[config.mk]
export PLATFORM = sky130hd
export DESIGN_NAME = mmr_master_flat
export DESIGN_NICKNAME = d
export VERILOG_FILES = /design/src/rtl/mmr_pkg.sv /design/src/rtl/axi4_lite_if.sv /design/src/rtl/mmr_master.sv /design/src/flat_wrapper.sv
export SDC_FILE = /design/constraint.sdc
export NUM_CORES = 1
export LEC_CHECK = 0
export ABC_AREA = 1
export BUFFER_PORTS_ARGS = -buffer_cell sky130_fd_sc_hd__buf_4
export CAP_MARGIN = 20
export CORE_AREA = 2 2 100 102
export CTS_BUF_LIST = sky130_fd_sc_hd__clkbuf_4 sky130_fd_sc_hd__clkbuf_8 sky130_fd_sc_hd__clkbuf_16
export CTS_CLUSTER_DIAMETER = 60
export DETAILED_ROUTE_END_ITERATION = 6
export DIE_AREA = 0 0 102 104
export PLACE_DENSITY_LB_ADDON = 0.2
export SLEW_MARGIN = 20
export SYNTH_ARGS = -nofsm -noshare
export SYNTH_HDL_FRONTEND = slang
export SYNTH_SLANG_ARGS = --single-unit
export TNS_END_PERCENT = 1
[constraint.sdc]
create_clock -name app_clk -period 2 [get_ports app_clk]
set_clock_uncertainty 0.05 [all_clocks]
set_input_delay 0 -clock app_clk [delete_from_list [all_inputs] [get_ports app_clk]]
set_output_delay 0 -clock app_clk [all_outputs]
set_load 0.005 [all_outputs]
[src/rtl/mmr_pkg.sv]
// Shared types and constants for the MMR AXI4-Lite initiator.
// Bus widths for the MMR fabric live here alongside the FSM encoding.
package mmr_pkg;

  localparam int MMR_DEV_ADDR_W = 16;
  localparam int MMR_DATA_W     = 32;
  localparam int MMR_STRB_W     = MMR_DATA_W / 8;

  localparam logic [1:0] RESP_OKAY   = 2'b00;
  localparam logic [1:0] RESP_SLVERR = 2'b10;

  typedef enum logic [2:0] {
    IDLE,
    RD_A,
    RD_D,
    WR_AW,
    WR_B,
    DONE
  } mmr_master_state_t;

endpackage

[src/rtl/axi4_lite_if.sv]
// AXI4-Lite bundle between MMR initiators and slaves.
// m = initiator side, s = slave side.
interface axi4_lite_if;
  import mmr_pkg::*;

  logic [MMR_DEV_ADDR_W-1:0] awaddr;
  logic [2:0]                awprot;
  logic                      awvalid;
  logic                      awready;

  logic [MMR_DATA_W-1:0]     wdata;
  logic [MMR_STRB_W-1:0]     wstrb;
  logic                      wvalid;
  logic                      wready;

  logic [1:0]                bresp;
  logic                      bvalid;
  logic                      bready;

  logic [MMR_DEV_ADDR_W-1:0] araddr;
  logic [2:0]                arprot;
  logic                      arvalid;
  logic                      arready;

  logic [MMR_DATA_W-1:0]     rdata;
  logic [1:0]                rresp;
  logic                      rvalid;
  logic                      rready;

  modport m (
    output awaddr, awprot, awvalid,
    input  awready,
    output wdata, wstrb, wvalid,
    input  wready,
    input  bresp, bvalid,
    output bready,
    output araddr, arprot, arvalid,
    input  arready,
    input  rdata, rresp, rvalid,
    output rready
  );

  modport s (
    input  awaddr, awprot, awvalid,
    output awready,
    input  wdata, wstrb, wvalid,
    output wready,
    output bresp, bvalid,
    input  bready,
    input  araddr, arprot, arvalid,
    output arready,
    output rdata, rresp, rvalid,
    input  rready
  );

endinterface

[src/rtl/mmr_master.sv]
// Single-beat AXI4-Lite initiator for MMR register commands.
// Every transaction ends in one rsp_valid pulse, OKAY/ERR or timeout.
module mmr_master
  import mmr_pkg::*;
#(
  parameter int unsigned TIMEOUT_CYCLES = 255
) (
  input  logic                      app_clk,
  input  logic                      rst,
  input  logic                      cmd_valid,
  output logic                      cmd_ready,
  input  logic                      cmd_write,
  input  logic [MMR_DEV_ADDR_W-1:0] cmd_addr,
  input  logic [MMR_DATA_W-1:0]     cmd_wdata,
  input  logic [MMR_STRB_W-1:0]     cmd_wstrb,
  output logic                      rsp_valid,
  output logic [MMR_DATA_W-1:0]     rsp_rdata,
  output logic [1:0]                rsp_resp,
  output logic                      rsp_timeout,
  axi4_lite_if.m                    mmr
);

  localparam int CNT_W = $clog2(TIMEOUT_CYCLES + 1);
  localparam logic [CNT_W-1:0] CNT_MAX = CNT_W'(TIMEOUT_CYCLES);

  mmr_master_state_t state_q, state_d;

  logic [CNT_W-1:0]          cnt_q, cnt_d;
  logic [MMR_DEV_ADDR_W-1:0] addr_q, addr_d;
  logic [MMR_DATA_W-1:0]     wdata_q, wdata_d;
  logic [MMR_STRB_W-1:0]     wstrb_q, wstrb_d;
  logic                      aw_done_q, aw_done_d;
  logic                      w_done_q, w_done_d;

  logic                      arvalid_q, arvalid_d;
  logic                      rready_q, rready_d;
  logic                      awvalid_q, awvalid_d;
  logic                      wvalid_q, wvalid_d;
  logic                      bready_q, bready_d;
  logic                      cmd_ready_q, cmd_ready_d;
  logic                      rsp_valid_q, rsp_valid_d;
  logic [MMR_DATA_W-1:0]     rsp_rdata_q, rsp_rdata_d;
  logic [1:0]                rsp_resp_q, rsp_resp_d;
  logic                      rsp_timeout_q, rsp_timeout_d;

  logic ar_hs, r_hs, aw_hs, w_hs, b_hs;
  logic expired;
  logic go_done, go_tmo;
  logic [MMR_DATA_W-1:0] cap_data;
  logic [1:0]            cap_resp;

  assign ar_hs   = arvalid_q & mmr.arready;
  assign r_hs    = rready_q  & mmr.rvalid;
  assign aw_hs   = awvalid_q & mmr.awready;
  assign w_hs    = wvalid_q  & mmr.wready;
  assign b_hs    = bready_q  & mmr.bvalid;
  assign expired = (cnt_q == CNT_MAX);

  always_comb begin
    state_d       = state_q;
    cnt_d         = cnt_q;
    addr_d        = addr_q;
    wdata_d       = wdata_q;
    wstrb_d       = wstrb_q;
    aw_done_d     = aw_done_q;
    w_done_d      = w_done_q;
    rsp_rdata_d   = rsp_rdata_q;
    rsp_resp_d    = rsp_resp_q;
    rsp_timeout_d = rsp_timeout_q;
    go_done       = 1'b0;
    go_tmo        = 1'b0;
    cap_data      = '0;
    cap_resp      = RESP_OKAY;

    if (state_q != IDLE && state_q != DONE) begin
      cnt_d = expired ? cnt_q : cnt_q + 1'b1;
    end

    // A handshake at the expiry edge always beats the timeout.
    unique case (state_q)
      IDLE: begin
        cnt_d = '0;
        if (cmd_valid && cmd_ready_q) begin
          addr_d    = cmd_addr;
          wdata_d   = cmd_wdata;
          wstrb_d   = cmd_wstrb;
          aw_done_d = 1'b0;
          w_done_d  = 1'b0;
          state_d   = cmd_write ? WR_AW : RD_A;
        end
      end
      RD_A: begin
        if (ar_hs && r_hs) begin
          go_done  = 1'b1;
          cap_data = mmr.rdata;
          cap_resp = mmr.rresp;
        end else if (ar_hs) begin
          state_d = RD_D;
        end else if (expired) begin
          go_tmo = 1'b1;
        end
      end
      RD_D: begin
        if (r_hs) begin
          go_done  = 1'b1;
          cap_data = mmr.rdata;
          cap_resp = mmr.rresp;
        end else if (expired) begin
          go_tmo = 1'b1;
        end
      end
      WR_AW: begin
        aw_done_d = aw_done_q | aw_hs;
        w_done_d  = w_done_q | w_hs;
        if (aw_done_d && w_done_d) begin
          state_d = WR_B;
        end else if (expired) begin
          go_tmo = 1'b1;
        end
      end
      WR_B: begin
        if (b_hs) begin
          go_done  = 1'b1;
          cap_resp = mmr.bresp;
        end else if (expired) begin
          go_tmo = 1'b1;
        end
      end
      DONE: begin
        state_d = IDLE;
      end
      default: begin
        state_d = IDLE;
      end
    endcase

    if (go_tmo) begin
      state_d       = DONE;
      rsp_rdata_d   = '0;
      rsp_resp_d    = RESP_SLVERR;
      rsp_timeout_d = 1'b1;
    end else if (go_done) begin
      state_d       = DONE;
      rsp_rdata_d   = cap_data;
      rsp_resp_d    = cap_resp;
      rsp_timeout_d = 1'b0;
    end

    // Outputs are decoded from the next state so they leave the flops aligned.
    cmd_ready_d = (state_d == IDLE);
    arvalid_d   = (state_d == RD_A);
    rready_d    = (state_d == RD_A) || (state_d == RD_D);
    awvalid_d   = (state_d == WR_AW) && !aw_done_d;
    wvalid_d    = (state_d == WR_AW) && !w_done_d;
    bready_d    = (state_d == WR_AW) || (state_d == WR_B);
    rsp_valid_d = (state_d == DONE);
  end

  always_ff @(posedge app_clk) begin
    if (rst) begin
      state_q       <= IDLE;
      cnt_q         <= '0;
      addr_q        <= '0;
      wdata_q       <= '0;
      wstrb_q       <= '0;
      aw_done_q     <= 1'b0;
      w_done_q      <= 1'b0;
      arvalid_q     <= 1'b0;
      rready_q      <= 1'b0;
      awvalid_q     <= 1'b0;
      wvalid_q      <= 1'b0;
      bready_q      <= 1'b0;
      cmd_ready_q   <= 1'b0;
      rsp_valid_q   <= 1'b0;
      rsp_rdata_q   <= '0;
      rsp_resp_q    <= RESP_OKAY;
      rsp_timeout_q <= 1'b0;
    end else begin
      state_q       <= state_d;
      cnt_q         <= cnt_d;
      addr_q        <= addr_d;
      wdata_q       <= wdata_d;
      wstrb_q       <= wstrb_d;
      aw_done_q     <= aw_done_d;
      w_done_q      <= w_done_d;
      arvalid_q     <= arvalid_d;
      rready_q      <= rready_d;
      awvalid_q     <= awvalid_d;
      wvalid_q      <= wvalid_d;
      bready_q      <= bready_d;
      cmd_ready_q   <= cmd_ready_d;
      rsp_valid_q   <= rsp_valid_d;
      rsp_rdata_q   <= rsp_rdata_d;
      rsp_resp_q    <= rsp_resp_d;
      rsp_timeout_q <= rsp_timeout_d;
    end
  end

  assign cmd_ready   = cmd_ready_q;
  assign rsp_valid   = rsp_valid_q;
  assign rsp_rdata   = rsp_rdata_q;
  assign rsp_resp    = rsp_resp_q;
  assign rsp_timeout = rsp_timeout_q;

  assign mmr.araddr  = addr_q;
  assign mmr.arprot  = 3'b000;
  assign mmr.arvalid = arvalid_q;
  assign mmr.rready  = rready_q;
  assign mmr.awaddr  = addr_q;
  assign mmr.awprot  = 3'b000;
  assign mmr.awvalid = awvalid_q;
  assign mmr.wdata   = wdata_q;
  assign mmr.wstrb   = wstrb_q;
  assign mmr.wvalid  = wvalid_q;
  assign mmr.bready  = bready_q;

endmodule

[src/flat_wrapper.sv]
// flat-port wrapper written by rule: the top's interface ports become plain ports
module mmr_master_flat import mmr_pkg::*;
#(
  parameter int unsigned TIMEOUT_CYCLES = 255
)
  (app_clk, rst, cmd_valid, cmd_ready, cmd_write, cmd_addr, cmd_wdata, cmd_wstrb, rsp_valid, rsp_rdata, rsp_resp, rsp_timeout, mmr_awaddr, mmr_awprot, mmr_awvalid, mmr_awready, mmr_wdata, mmr_wstrb, mmr_wvalid, mmr_wready, mmr_bresp, mmr_bvalid, mmr_bready, mmr_araddr, mmr_arprot, mmr_arvalid, mmr_arready, mmr_rdata, mmr_rresp, mmr_rvalid, mmr_rready);
  axi4_lite_if mmr_i ();
  input  logic app_clk;
  input  logic rst;
  input  logic cmd_valid;
  output logic cmd_ready;
  input  logic cmd_write;
  input  logic [MMR_DEV_ADDR_W-1:0] cmd_addr;
  input  logic [MMR_DATA_W-1:0] cmd_wdata;
  input  logic [MMR_STRB_W-1:0] cmd_wstrb;
  output logic rsp_valid;
  output logic [MMR_DATA_W-1:0] rsp_rdata;
  output logic [1:0] rsp_resp;
  output logic rsp_timeout;
  output wire logic [$bits(mmr_i.awaddr)-1:0] mmr_awaddr;
  output wire logic [$bits(mmr_i.awprot)-1:0] mmr_awprot;
  output wire logic [$bits(mmr_i.awvalid)-1:0] mmr_awvalid;
  input wire logic [$bits(mmr_i.awready)-1:0] mmr_awready;
  output wire logic [$bits(mmr_i.wdata)-1:0] mmr_wdata;
  output wire logic [$bits(mmr_i.wstrb)-1:0] mmr_wstrb;
  output wire logic [$bits(mmr_i.wvalid)-1:0] mmr_wvalid;
  input wire logic [$bits(mmr_i.wready)-1:0] mmr_wready;
  input wire logic [$bits(mmr_i.bresp)-1:0] mmr_bresp;
  input wire logic [$bits(mmr_i.bvalid)-1:0] mmr_bvalid;
  output wire logic [$bits(mmr_i.bready)-1:0] mmr_bready;
  output wire logic [$bits(mmr_i.araddr)-1:0] mmr_araddr;
  output wire logic [$bits(mmr_i.arprot)-1:0] mmr_arprot;
  output wire logic [$bits(mmr_i.arvalid)-1:0] mmr_arvalid;
  input wire logic [$bits(mmr_i.arready)-1:0] mmr_arready;
  input wire logic [$bits(mmr_i.rdata)-1:0] mmr_rdata;
  input wire logic [$bits(mmr_i.rresp)-1:0] mmr_rresp;
  input wire logic [$bits(mmr_i.rvalid)-1:0] mmr_rvalid;
  output wire logic [$bits(mmr_i.rready)-1:0] mmr_rready;
  assign mmr_awaddr = mmr_i.awaddr;
  assign mmr_awprot = mmr_i.awprot;
  assign mmr_awvalid = mmr_i.awvalid;
  assign mmr_i.awready = mmr_awready;
  assign mmr_wdata = mmr_i.wdata;
  assign mmr_wstrb = mmr_i.wstrb;
  assign mmr_wvalid = mmr_i.wvalid;
  assign mmr_i.wready = mmr_wready;
  assign mmr_i.bresp = mmr_bresp;
  assign mmr_i.bvalid = mmr_bvalid;
  assign mmr_bready = mmr_i.bready;
  assign mmr_araddr = mmr_i.araddr;
  assign mmr_arprot = mmr_i.arprot;
  assign mmr_arvalid = mmr_i.arvalid;
  assign mmr_i.arready = mmr_arready;
  assign mmr_i.rdata = mmr_rdata;
  assign mmr_i.rresp = mmr_rresp;
  assign mmr_i.rvalid = mmr_rvalid;
  assign mmr_rready = mmr_i.rready;
  mmr_master #(.TIMEOUT_CYCLES(TIMEOUT_CYCLES)) u_core (.app_clk(app_clk), .rst(rst), .cmd_valid(cmd_valid), .cmd_ready(cmd_ready), .cmd_write(cmd_write), .cmd_addr(cmd_addr), .cmd_wdata(cmd_wdata), .cmd_wstrb(cmd_wstrb), .rsp_valid(rsp_valid), .rsp_rdata(rsp_rdata), .rsp_resp(rsp_resp), .rsp_timeout(rsp_timeout), .mmr(mmr_i));
endmodule
==> reports/metrics.yaml, run 1 <==
logic_synthesis:
  syn_area_per_cell_um2: 7.85
  synth_top_area_share_pct: 51.4
  synth_top_area_cell: "dfxtp_1"
  ys_seq_area_share_pct: 51.4
  synth_cell_types: 28
  syn_area_um2: 4170
  synth_cells: 531
  ys_seq_elements: 107
  synth_warnings: 0
  netlist_top_cells_area: "dfxtp_1, nand2_1, a21oi_1"
detailed_routing:
  num_vias: 4491
  antenna_left: 0
  via_per_inst: 4.80
  post-route-drc-count: 0
  firstDrtPassIters: 5
  drt_iter0_markers: 151
  wirelength_um: 13000
  wl_per_cell_um: 13.9
finish:
  final_cell_mix: "buf_4, nand2_1, dfxtp_1, dlygate4sd3_1, a21oi_1"
  finish.net_count: 896
  fin_util_pct: 70.4
  num_antenna_cells: 0
  drive_gt1_share_pct: 30.0
  stdcell_count: 935
  final_common_cell: "buf_4"
  syn_to_final_growth_pct: 61.1
worst_setup_path:
  worst-endpoint-arrival_ns: 2.09
  worst-setup-path-type: "reg -> reg"
  cp-end-kind: "flip-flop"
  crit_fanout: 35
  cp.required_ns: 2.26
  cp-start-kind: "flip-flop"
pwr:
  power_leakage_nw: 2.97
  ir_worst_vdd_uv: 453
  p_per_area_nw_per_um2: 723
sta:
  timing.final.max_slew_violations: 0
  finalSetupViolCount: 0
  period_share_pct: 91.7
  rsz0062_at_grt: "no"
  post-route-min-period_ns: 1.83
  final_hold_viol_count: 0
  maxSlewHeadroom_pct: 60.1
  max_freq_ghz: 0.545
  tightest_slew_ns: 0.598
  final.setup.tns_ns: 0
clock_tree:
  cts_buffers: 9
  root_buffer: "clkbuf_8"
  path_clk_slew_ns: 0.10
  cts_tree: "done"
  cts_sinks: 107
  clock_path_buffers: 2
  htree_levels: 3
  insertion_delay_ns: 0.37
die:
  die_area_um2: 10600
  coreArea_um2: 9550
  num_io_pins: 213
  std_cell_rows: 36
  fp.dieH_um: 104
  initial_core_util_pct: 43.7
  die_w_um: 102
global_route:
  grt_pass1_vias: 4465
  antenna_found_initial: 0
  grt_max_degree: 53
  overflow: 0
  grtUsageTotal_pct: 24.1
  grt_pass1_wl_um: 20600
outcome:
  outcome: "completed"
placement:
  gp_congestion: 0.904
  port_buffers: 206
  placed_cells: 833
  dp_hpwl_um: 8210
run:
  max_cap_viol_count: 0
min_path:
  hold_class: "in -> reg"
-- synthesized netlist by cell type --
cell,number
xor2_1,2
nor2_2,1
a22oi_1,32
clkbuf_1,12
and3_1,1
inv_2,4
nor3_2,2
nand3_2,1
a21oi_1,64
buf_4,29
conb_1,1
nand3b_1,1
a21oi_4,1
o211ai_1,1
buf_2,9
nand4_1,7
a31oi_1,2
nor2_1,55
xnor2_1,1
nand3_1,10
o21ai_0,4
nand2_2,1
dfxtp_1,107
inv_1,22
a21oi_2,1
ha_1,1
nand2_1,158
nor3_1,1
-- area by class of cell --
class	instances	area, µm²
tap	133	166
inverter	26	97.6
multi-input combinational	353	1640
clock buffer	9	124
fill	727	2830
sequential	107	2140
timing repair buffer	301	2500
clock inverter	6	42.5
-- registers in the layout (all words and copies together), names as in the netlist --
signal              count
u_core.mmr.wstrb        4
u_core.mmr.arvalid      1
u_core.rsp_resp         2
u_core.rsp_timeout      1
u_core.w_done_q         1
u_core.cmd_ready        1
u_core.mmr.bready       1
u_core.rsp_valid        1
u_core.rsp_rdata       32
u_core.mmr.wdata       32
u_core.mmr.awvalid      1
u_core.state_q          3
u_core.mmr.araddr      16
u_core.cnt_q            8
u_core.aw_done_q        1
u_core.mmr.rready       1
u_core.mmr.wvalid       1
-- power breakdown --
group	internal (W)	switching [W]	leakage, nW
sequential	0.00229	0.000112	0.867
combinational	0.000637	0.000628	2.02
clock	0.000449	0.000738	0.0815
-- metrics by stage --
step | cell area (µm²) | hold WS (ns) | power (W) | worst slack (ns)
2_1_floorplan | 4190 | 0.0929 | 0.00304 | 0.422
3_3_place_gp | 5680 | 0.202 | 0.00353 | 0.239
3_5_place_dp | 5680 | 0.210 | 0.00356 | 0.179
4_1_cts | 6720 | 0.000756 | 0.00487 | 0.140
5_1_grt | 6720 | 0.0232 | 0.00513 | 0.0110
6_report | 6720 | 0.0154 | 0.00486 | 0.167
-- worst paths after layout --
kind	start	to	slack, ns	depth (start not counted)
max	u_core.state_q[2]	u_core.rsp_rdata[15]	0.17	6
min	mmr_awready	u_core.aw_done_q	0.02	7
max reg2reg	u_core.state_q[2]	u_core.rsp_rdata[15]	0.17	6
min reg2reg	u_core.mmr.wdata[0]	u_core.mmr.wdata[0]	0.42	2
-- cell families after synthesis --
| group | share of synthesized area [%] |
|---|---|
| AND/OR/NAND/NOR | 22.9 |
| flip-flops | 51.4 |
| AO/OA/AOI/OAI | 15.0 |
| buffers and inverters | 9.72 |
| XOR/XNOR | 0.630 |
| adder cells (fa/ha/maj) | 0.300 |
| other | 0.0899 |
-- critical path, cell delays in order (launching register included) --
cell and delay (ns):
dfxtp_1 0.58, nor2_2 0.13, nand2_1 0.10, nand3_2 0.14, inv_2 0.48, a22oi_1 0.15, nor2_1 0.14
-- timing repair --
item                                    4_1_cts  5_1_grt
endpoints found under the setup margin        0        5
buffers inserted                              0        0
hold buffers                                 87        0
gates resized for setup                       0        1
endpoints found under the hold margin        95        0
-- routing by layer --
| layer | routed length [µm] | global-route usage, % |
|---|---|---|
| met1 | 5150 | 27.6 |
| met2 | 6550 | 41.4 |
| met3 | 985 | 7.06 |
| met4 | 284 | 9.71 |
| met5 | 0 | 0 |
Power figures use the tool's default switching activity.
==> run 2, diff against run 1 <==
--- a/config.mk
+++ b/config.mk
@@ -8,11 +8,11 @@
 export ABC_AREA = 1
 export BUFFER_PORTS_ARGS = -buffer_cell sky130_fd_sc_hd__buf_4
 export CAP_MARGIN = 20
-export CORE_AREA = 2 2 100 102
-export CTS_BUF_LIST = sky130_fd_sc_hd__clkbuf_4 sky130_fd_sc_hd__clkbuf_8 sky130_fd_sc_hd__clkbuf_16
+export CORE_AREA = 2 2 98 100
+export CTS_BUF_LIST = sky130_fd_sc_hd__clkbuf_2
 export CTS_CLUSTER_DIAMETER = 60
 export DETAILED_ROUTE_END_ITERATION = 6
-export DIE_AREA = 0 0 102 104
+export DIE_AREA = 0 0 100 102
 export PLACE_DENSITY_LB_ADDON = 0.2
 export SLEW_MARGIN = 20
 export SYNTH_ARGS = -nofsm -noshare
==> run 2 against run 1 <==
Against the previous run: critical path depth unchanged; worst setup slack got worse by 0.060 ns; core utilization increased by 4.7 points.
==> reports/metrics.yaml, run 2 (synthesized netlist as in run 1, its figures left out) <==
worst_setup_path:
  reg2reg_from: "u_core.state_q[2]"
  cpPeakStageDelay_ns: 0.57  # about the same
  cp.required_ns: 2.48  # +0.22 ns
  cp-end-kind: "flip-flop"
  worstReg2RegEnd: "u_core.mmr.araddr[15]"
  cp-start-kind: "flip-flop"
  r2r_setup_slack_ns: 0.11  # -0.06 ns
  crit_chain: "nor3_2 -> nand2_2 -> inv_4 -> nand2_1 -> dlygate4sd3_1 -> a21oi_1"
  cp_slowest_cell: "dlygate4sd3_1"
  worst-endpoint-arrival_ns: 2.37  # +0.28 ns
  worst-setup-path-type: "reg -> reg"
  path_buf_inv: 2  # +1
  reg2reg_depth: 6  # unchanged
  cp_top_family: "buffers and inverters"
  crit_fanout: 14  # -60%
detailed_routing:
  firstDrtPassIters: 4  # -1
  num_vias: 4628  # +3.1%
  wirelength_um: 13100  # +0.79%
  drt_iter0_markers: 126  # -17%
  wl_per_cell_um: 14.1  # +1.3%
  via_per_inst: 4.98  # +3.6%
  antenna_left: 0  # unchanged
  post-route-drc-count: 0  # unchanged
min_path:
  hp-start: "mmr_arready"
  hold_class: "in -> reg"
  holdPathStages: 6  # -1
  min_to: "u_core.state_q[2]"
sta:
  timing.final.max_slew_violations: 0  # unchanged
  rsz0062_at_grt: "no"
  period_share_pct: 94.7  # +3.0 points
  maxSlewHeadroom_pct: 63.0  # +3.0 points
  max_freq_ghz: 0.528  # -3.2%
  final_hold_viol_count: 0  # unchanged
  post-route-min-period_ns: 1.89  # +0.0597 ns
  fin_ws_ns: 0.107  # -0.0597 ns
  tightest_slew_ns: 0.554  # -0.0446 ns
  final.setup.tns_ns: 0  # unchanged
  finalSetupViolCount: 0  # unchanged
die:
  die_w_um: 100  # -2.0%
  std_cell_rows: 35  # -2.8%
  fp.dieH_um: 102  # -1.9%
  coreArea_um2: 9110  # -4.6%
  die_area_um2: 10200  # -3.8%
  num_io_pins: 213  # unchanged
  initial_core_util_pct: 45.8  # +2.1 points
placement:
  dp_hpwl_um: 8230  # +0.22%
  preCtsSetupSlack_ns: 0.110  # -0.0690 ns
  port_buffers: 206  # unchanged
  gp_congestion: 0.934  # +3.3%
global_route:
  grt_util_met3_pct: 6.02  # -1.0 points
  grt_pass1_wl_um: 20300  # -1.5%
  top_usage_layer: "met2"
  gr-usage-met2_pct: 43.7  # +2.3 points
  overflow: 0  # unchanged
  grt_max_degree: 42  # -21%
  grtUsageMet1_pct: 28.1  # +0.48 points
  antenna_found_initial: 0  # unchanged
  grtUsageTotal_pct: 24.6  # +0.48 points
  grt_pass1_vias: 4436  # -0.65%
clock_tree:
  cts_setup_buffers: 0  # unchanged
  insertion_delay_ns: 0.56  # +0.19 ns
  cts_buffers: 9  # unchanged
  htree_levels: 3  # unchanged
  cts_sinks: 107  # unchanged
  path_clk_slew_ns: 0.31  # +0.21 ns
  root_buffer: "clkbuf_2"
  cts_tree: "done"
  clock_path_buffers: 2  # unchanged
run:
  max_cap_viol_count: 0  # unchanged
finish:
  finish.net_count: 912  # +1.8%
  drive_gt1_share_pct: 29.9  # -0.14 points
  syn_to_final_growth_pct: 63.9
  num_antenna_cells: 0  # unchanged
  final_cell_mix: "buf_4, nand2_1, dfxtp_1, dlygate4sd3_1, a21oi_1"
  fillers: 623  # -14%
  final_common_cell: "buf_4"
pwr:
  ir_worst_vdd_uv: 470  # +3.7%
  p_per_area_nw_per_um2: 708  # -2.0%
  power_leakage_nw: 3.03  # +1.8%
outcome:
  outcome: "completed"
## run 2: cell count changes in the layout (fill, tap and decap cells not counted), moves of 2 or more
cell / change
dlygate4sd3_1: +17
clkbuf_2: +9
clkbuf_8: -9
inv_8: +4
clkinv_2: -2
nor2_1: -2
nor2_2: +2
## run 2: cell type report
| class | count | area (µm²) | share of cell area (%) |
|---|---|---|---|
| multi-input cells | 353 | 1650 | 24.2 |
| clock buffers | 9 | 45.0 | 0.659 |
| inverters | 26 | 100 | 1.46 |
| clock inverters | 7 | 91.3 | 1.34 |
| well taps | 111 | 139 | 2.03 |
| repair buffers | 317 | 2670 | 39.0 |
| flip-flops and latches | 107 | 2140 | 31.4 |
## run 2: stage by stage
step	util, %	hold WS, ns	instance area [µm²]	cells	total power (W)
6_report	75.0	0.00628	6840	930	0.00484
4_1_cts	74.9	0.0433	6820	930	0.00484
2_1_floorplan	-	0.0929	4190	536	0.00304
3_5_place_dp	62.0	0.211	5640	810	0.00356
5_1_grt	75.0	0.0421	6840	930	0.00509
3_3_place_gp	62.0	0.202	5640	810	0.00353
## run 2: what timing repair did
item	CTS	global route
gates resized for setup	0	7
setup endpoints to repair	0	49
hold buffers	104	0
endpoints found under the hold margin	107	0
## run 2: worst register-to-register path: cells and delay by family (launching register included)
| family | cells | cell delay (ns) |
|---|---|---|
| AND/OR/NAND/NOR | 3 | 0.50 |
| flip-flops | 1 | 0.45 |
| AO/OA/AOI/OAI | 1 | 0.13 |
| buffers and inverters | 2 | 0.75 |
## run 2: power breakdown
| part | internal (W) | switching [W] | total [W] | leakage [nW] |
|---|---|---|---|---|
| Combinational | 0.000673 | 0.000648 | 0.00132 | 2.08 |
| Clock | 0.000330 | 0.000773 | 0.00110 | 0.0800 |
| Sequential | 0.00230 | 0.000111 | 0.00241 | 0.867 |
| Total | 0.00331 | 0.00153 | 0.00484 | 3.03 |
## run 2: how the worst max path moves through the flow
stage | start | end | slack (ns) | cells past startpoint
finish | u_core.state_q[2] | u_core.mmr.araddr[15] | 0.11 | 6
CTS | u_core.state_q[2] | u_core.mmr.araddr[4] | 0.02 | 6
global route | u_core.state_q[1] | u_core.rsp_timeout | 0.005 | 8
global placement | u_core.cnt_q[1] | u_core.rsp_rdata[17] | 0.20 | 9
detailed placement | u_core.cnt_q[1] | u_core.rsp_rdata[1] | 0.11 | 9
floorplan | u_core.cnt_q[1] | u_core.rsp_rdata[10] | 0.42 | 9
## run 2: routing by layer
layer  vias to the layer above  wire, µm
met2                       194      6560
met5                         -         0
li1                       2264         -
met3                        33       981
met1                      2137      5160
met4                         0       364
==> run 3, diff against run 2 <==
==> constraint.sdc (replaced) <==
create_clock -name app_clk -period 1.97 [get_ports app_clk]
set_clock_uncertainty 0.05 [all_clocks]
set_input_delay 0 -clock app_clk [delete_from_list [all_inputs] [get_ports app_clk]]
set_output_delay 0 -clock app_clk [all_outputs]
set_load 0.005 [all_outputs]
==> run 3 against run 2 <==
Against the previous run: global-route usage is 0.50 points higher; via count is 2.4% lower; hold slack better by 0.054 ns; critical path depth is 1 higher; fmax is 6.6% higher; final cell count is 0.86% lower; sequential power is 2% higher; worst setup slack better by 0.087 ns; first-iteration DRC count is 12% lower; core utilization is 0.95 points lower; final area is 1.3% lower; critical endpoint is now u_core.rsp_resp[0].
==> reports/metrics.yaml, run 3 (synthesized netlist as in run 1, its figures left out) <==
global_route:
  antenna_found_initial: 0  # unchanged
  grtUsageTotal_pct: 25.1  # +0.50 points
  grt_pass1_vias: 4490  # +1.2%
  grt_pass1_wl_um: 20700  # +2.3%
  grt_max_degree: 41  # -2.4%
  overflow: 0  # unchanged
sta:
  rsz0062_at_grt: "no"
  finalSetupViolCount: 0  # unchanged
  max_freq_ghz: 0.563  # +6.6%
  final.setup.tns_ns: 0  # unchanged
  final_hold_viol_count: 0  # unchanged
  post-route-min-period_ns: 1.78  # -0.117 ns
  fin_ws_ns: 0.194  # +0.0870 ns
  timing.final.max_slew_violations: 0  # unchanged
  period_share_pct: 90.2  # -4.5 points
  holdWs_ns: 0.0606  # +0.0543 ns
detailed_routing:
  wl_per_cell_um: 14.3  # +1.6%
  drt_iter0_markers: 111  # -12%
  via_per_inst: 4.90  # -1.5%
  num_vias: 4518  # -2.4%
  post-route-drc-count: 0  # unchanged
  firstDrtPassIters: 4  # unchanged
  wirelength_um: 13200  # +0.68%
  antenna_left: 0  # unchanged
placement:
  port_buffers: 206  # unchanged
  preCtsSetupSlack_ns: 0.100  # -0.00922 ns
  dp_hpwl_um: 8120  # -1.3%
  gp_congestion: 0.886  # -5.1%
clock_tree:
  htree_levels: 3  # unchanged
  cts_tree: "done"
  root_buffer: "clkbuf_2"
  cts_buffers: 9  # unchanged
  clock_path_buffers: 2  # unchanged
  cts_setup_buffers: 0  # unchanged
  path_clk_slew_ns: 0.30  # about the same
  insertion_delay_ns: 0.53  # -0.03 ns
  cts_sinks: 107  # unchanged
worst_setup_path:
  reg2reg_from: "u_core.state_q[2]"
  reg2reg_depth: 7  # +1
  cp-end-kind: "flip-flop"
  cp.required_ns: 2.42  # -0.06 ns
  r2r_setup_slack_ns: 0.19  # +0.09 ns
  crit_fanout: 33  # +19
  cp-start-kind: "flip-flop"
  worstReg2RegEnd: "u_core.rsp_resp[0]"
  worst-endpoint-arrival_ns: 2.23  # -0.14 ns
  crit_end: "u_core.rsp_resp[0]"
  worst-setup-path-type: "reg -> reg"
  crit_path_start: "u_core.state_q[2]"
die:
  num_io_pins: 213  # unchanged
  std_cell_rows: 35  # unchanged
  die_area_um2: 10200  # unchanged
  coreArea_um2: 9110  # unchanged
  initial_core_util_pct: 45.8  # unchanged
  fp.dieH_um: 102  # unchanged
  die_w_um: 100  # unchanged
finish:
  fillers: 676  # +8.5%
  syn_to_final_growth_pct: 61.8
  num_antenna_cells: 0  # unchanged
  final_cell_mix: "buf_4, nand2_1, dfxtp_1, dlygate4sd3_1, a21oi_1"
  drive_gt1_share_pct: 30.2  # +0.30 points
  finish.net_count: 904  # -0.88%
  final_common_cell: "buf_4"
min_path:
  hold_class: "in -> reg"
outcome:
  outcome: "completed"
pwr:
  power_leakage_nw: 3.00  # -0.76%
  ir_worst_vdd_uv: 511  # +8.7%
  p_per_area_nw_per_um2: 716  # +1.2%
run:
  max_cap_viol_count: 0  # unchanged
-- run 3: changes by cell type in the layout (fill, tap and decap cells not counted), sizes merged --
| cell | change |
|---|---|
| buf | +2 |
| inv | -1 |
| dlygate4sd3 | -10 |
| clkinvlp | +1 |
-- run 3: final cells by class --
type / count / area (µm²) / area share, %
timing repair buffer: 309 / 2590 / 38.4
sequential: 107 / 2140 / 31.8
multi-input combinational: 353 / 1650 / 24.4
tap: 111 / 139 / 2.06
inverter: 26 / 100 / 1.48
clock inverter: 7 / 82.6 / 1.22
clock buffer: 9 / 45.0 / 0.667
-- run 3: worst max-delay path, stage by stage (launching register included) --
cell and delay (ns):
dfxtp_1 0.67, nor2_1 0.15, nand2_1 0.15, nand4_1 0.12, nand2_2 0.17, nand2_1 0.11, buf_12 0.18, a31oi_1 0.14
-- run 3: power by group --
group | switching [W] | internal, W
clock network | 0.000751 | 0.000315
logic | 0.000650 | 0.000669
registers | 0.000112 | 0.00234
-- run 3: stage by stage --
stage | instance area, µm² | cells | total power, W | utilization, %
after floorplan | 4190 | 536 | 0.00308 | -
after global placement | 5670 | 812 | 0.00359 | 62.3
after detailed placement | 5670 | 812 | 0.00362 | 62.3
after CTS | 6740 | 922 | 0.00486 | 74.0
after global routing | 6750 | 922 | 0.00510 | 74.1
final | 6750 | 922 | 0.00483 | 74.1
-- run 3: how the worst min path moves through the flow --
stage,start,to,slack (ns),depth (start not counted)
6_report,mmr_arready,u_core.state_q[2],0.06,6
4_1_cts,mmr_rvalid,u_core.rsp_resp[0],0.002,6
3_5_place_dp,cmd_wdata[24],u_core.mmr.wdata[24],0.21,3
5_1_grt,mmr_rvalid,u_core.rsp_resp[0],0.05,6
3_3_place_gp,cmd_wdata[11],u_core.mmr.wdata[11],0.20,3
2_1_floorplan,cmd_wdata[0],u_core.mmr.wdata[0],0.09,2
-- run 3: what timing repair did --
action / CTS / global route
hold endpoints to repair: 107 / 0
gates resized for setup: 0 / 5
hold buffers: 94 / 0
endpoints found under the setup margin: 0 / 39
-- run 3: metal layers --
layer  wire length, µm  GRT usage (%)  vias up  part of all wire [%]
met3              1020           6.63       30                   7.7
met5                 0              0        -                     0
met4               320           9.06        0                   2.4
met2              6610           45.1      173                    50
li1                  -              -     2249                     -
met1              5210           28.9     2066                    40
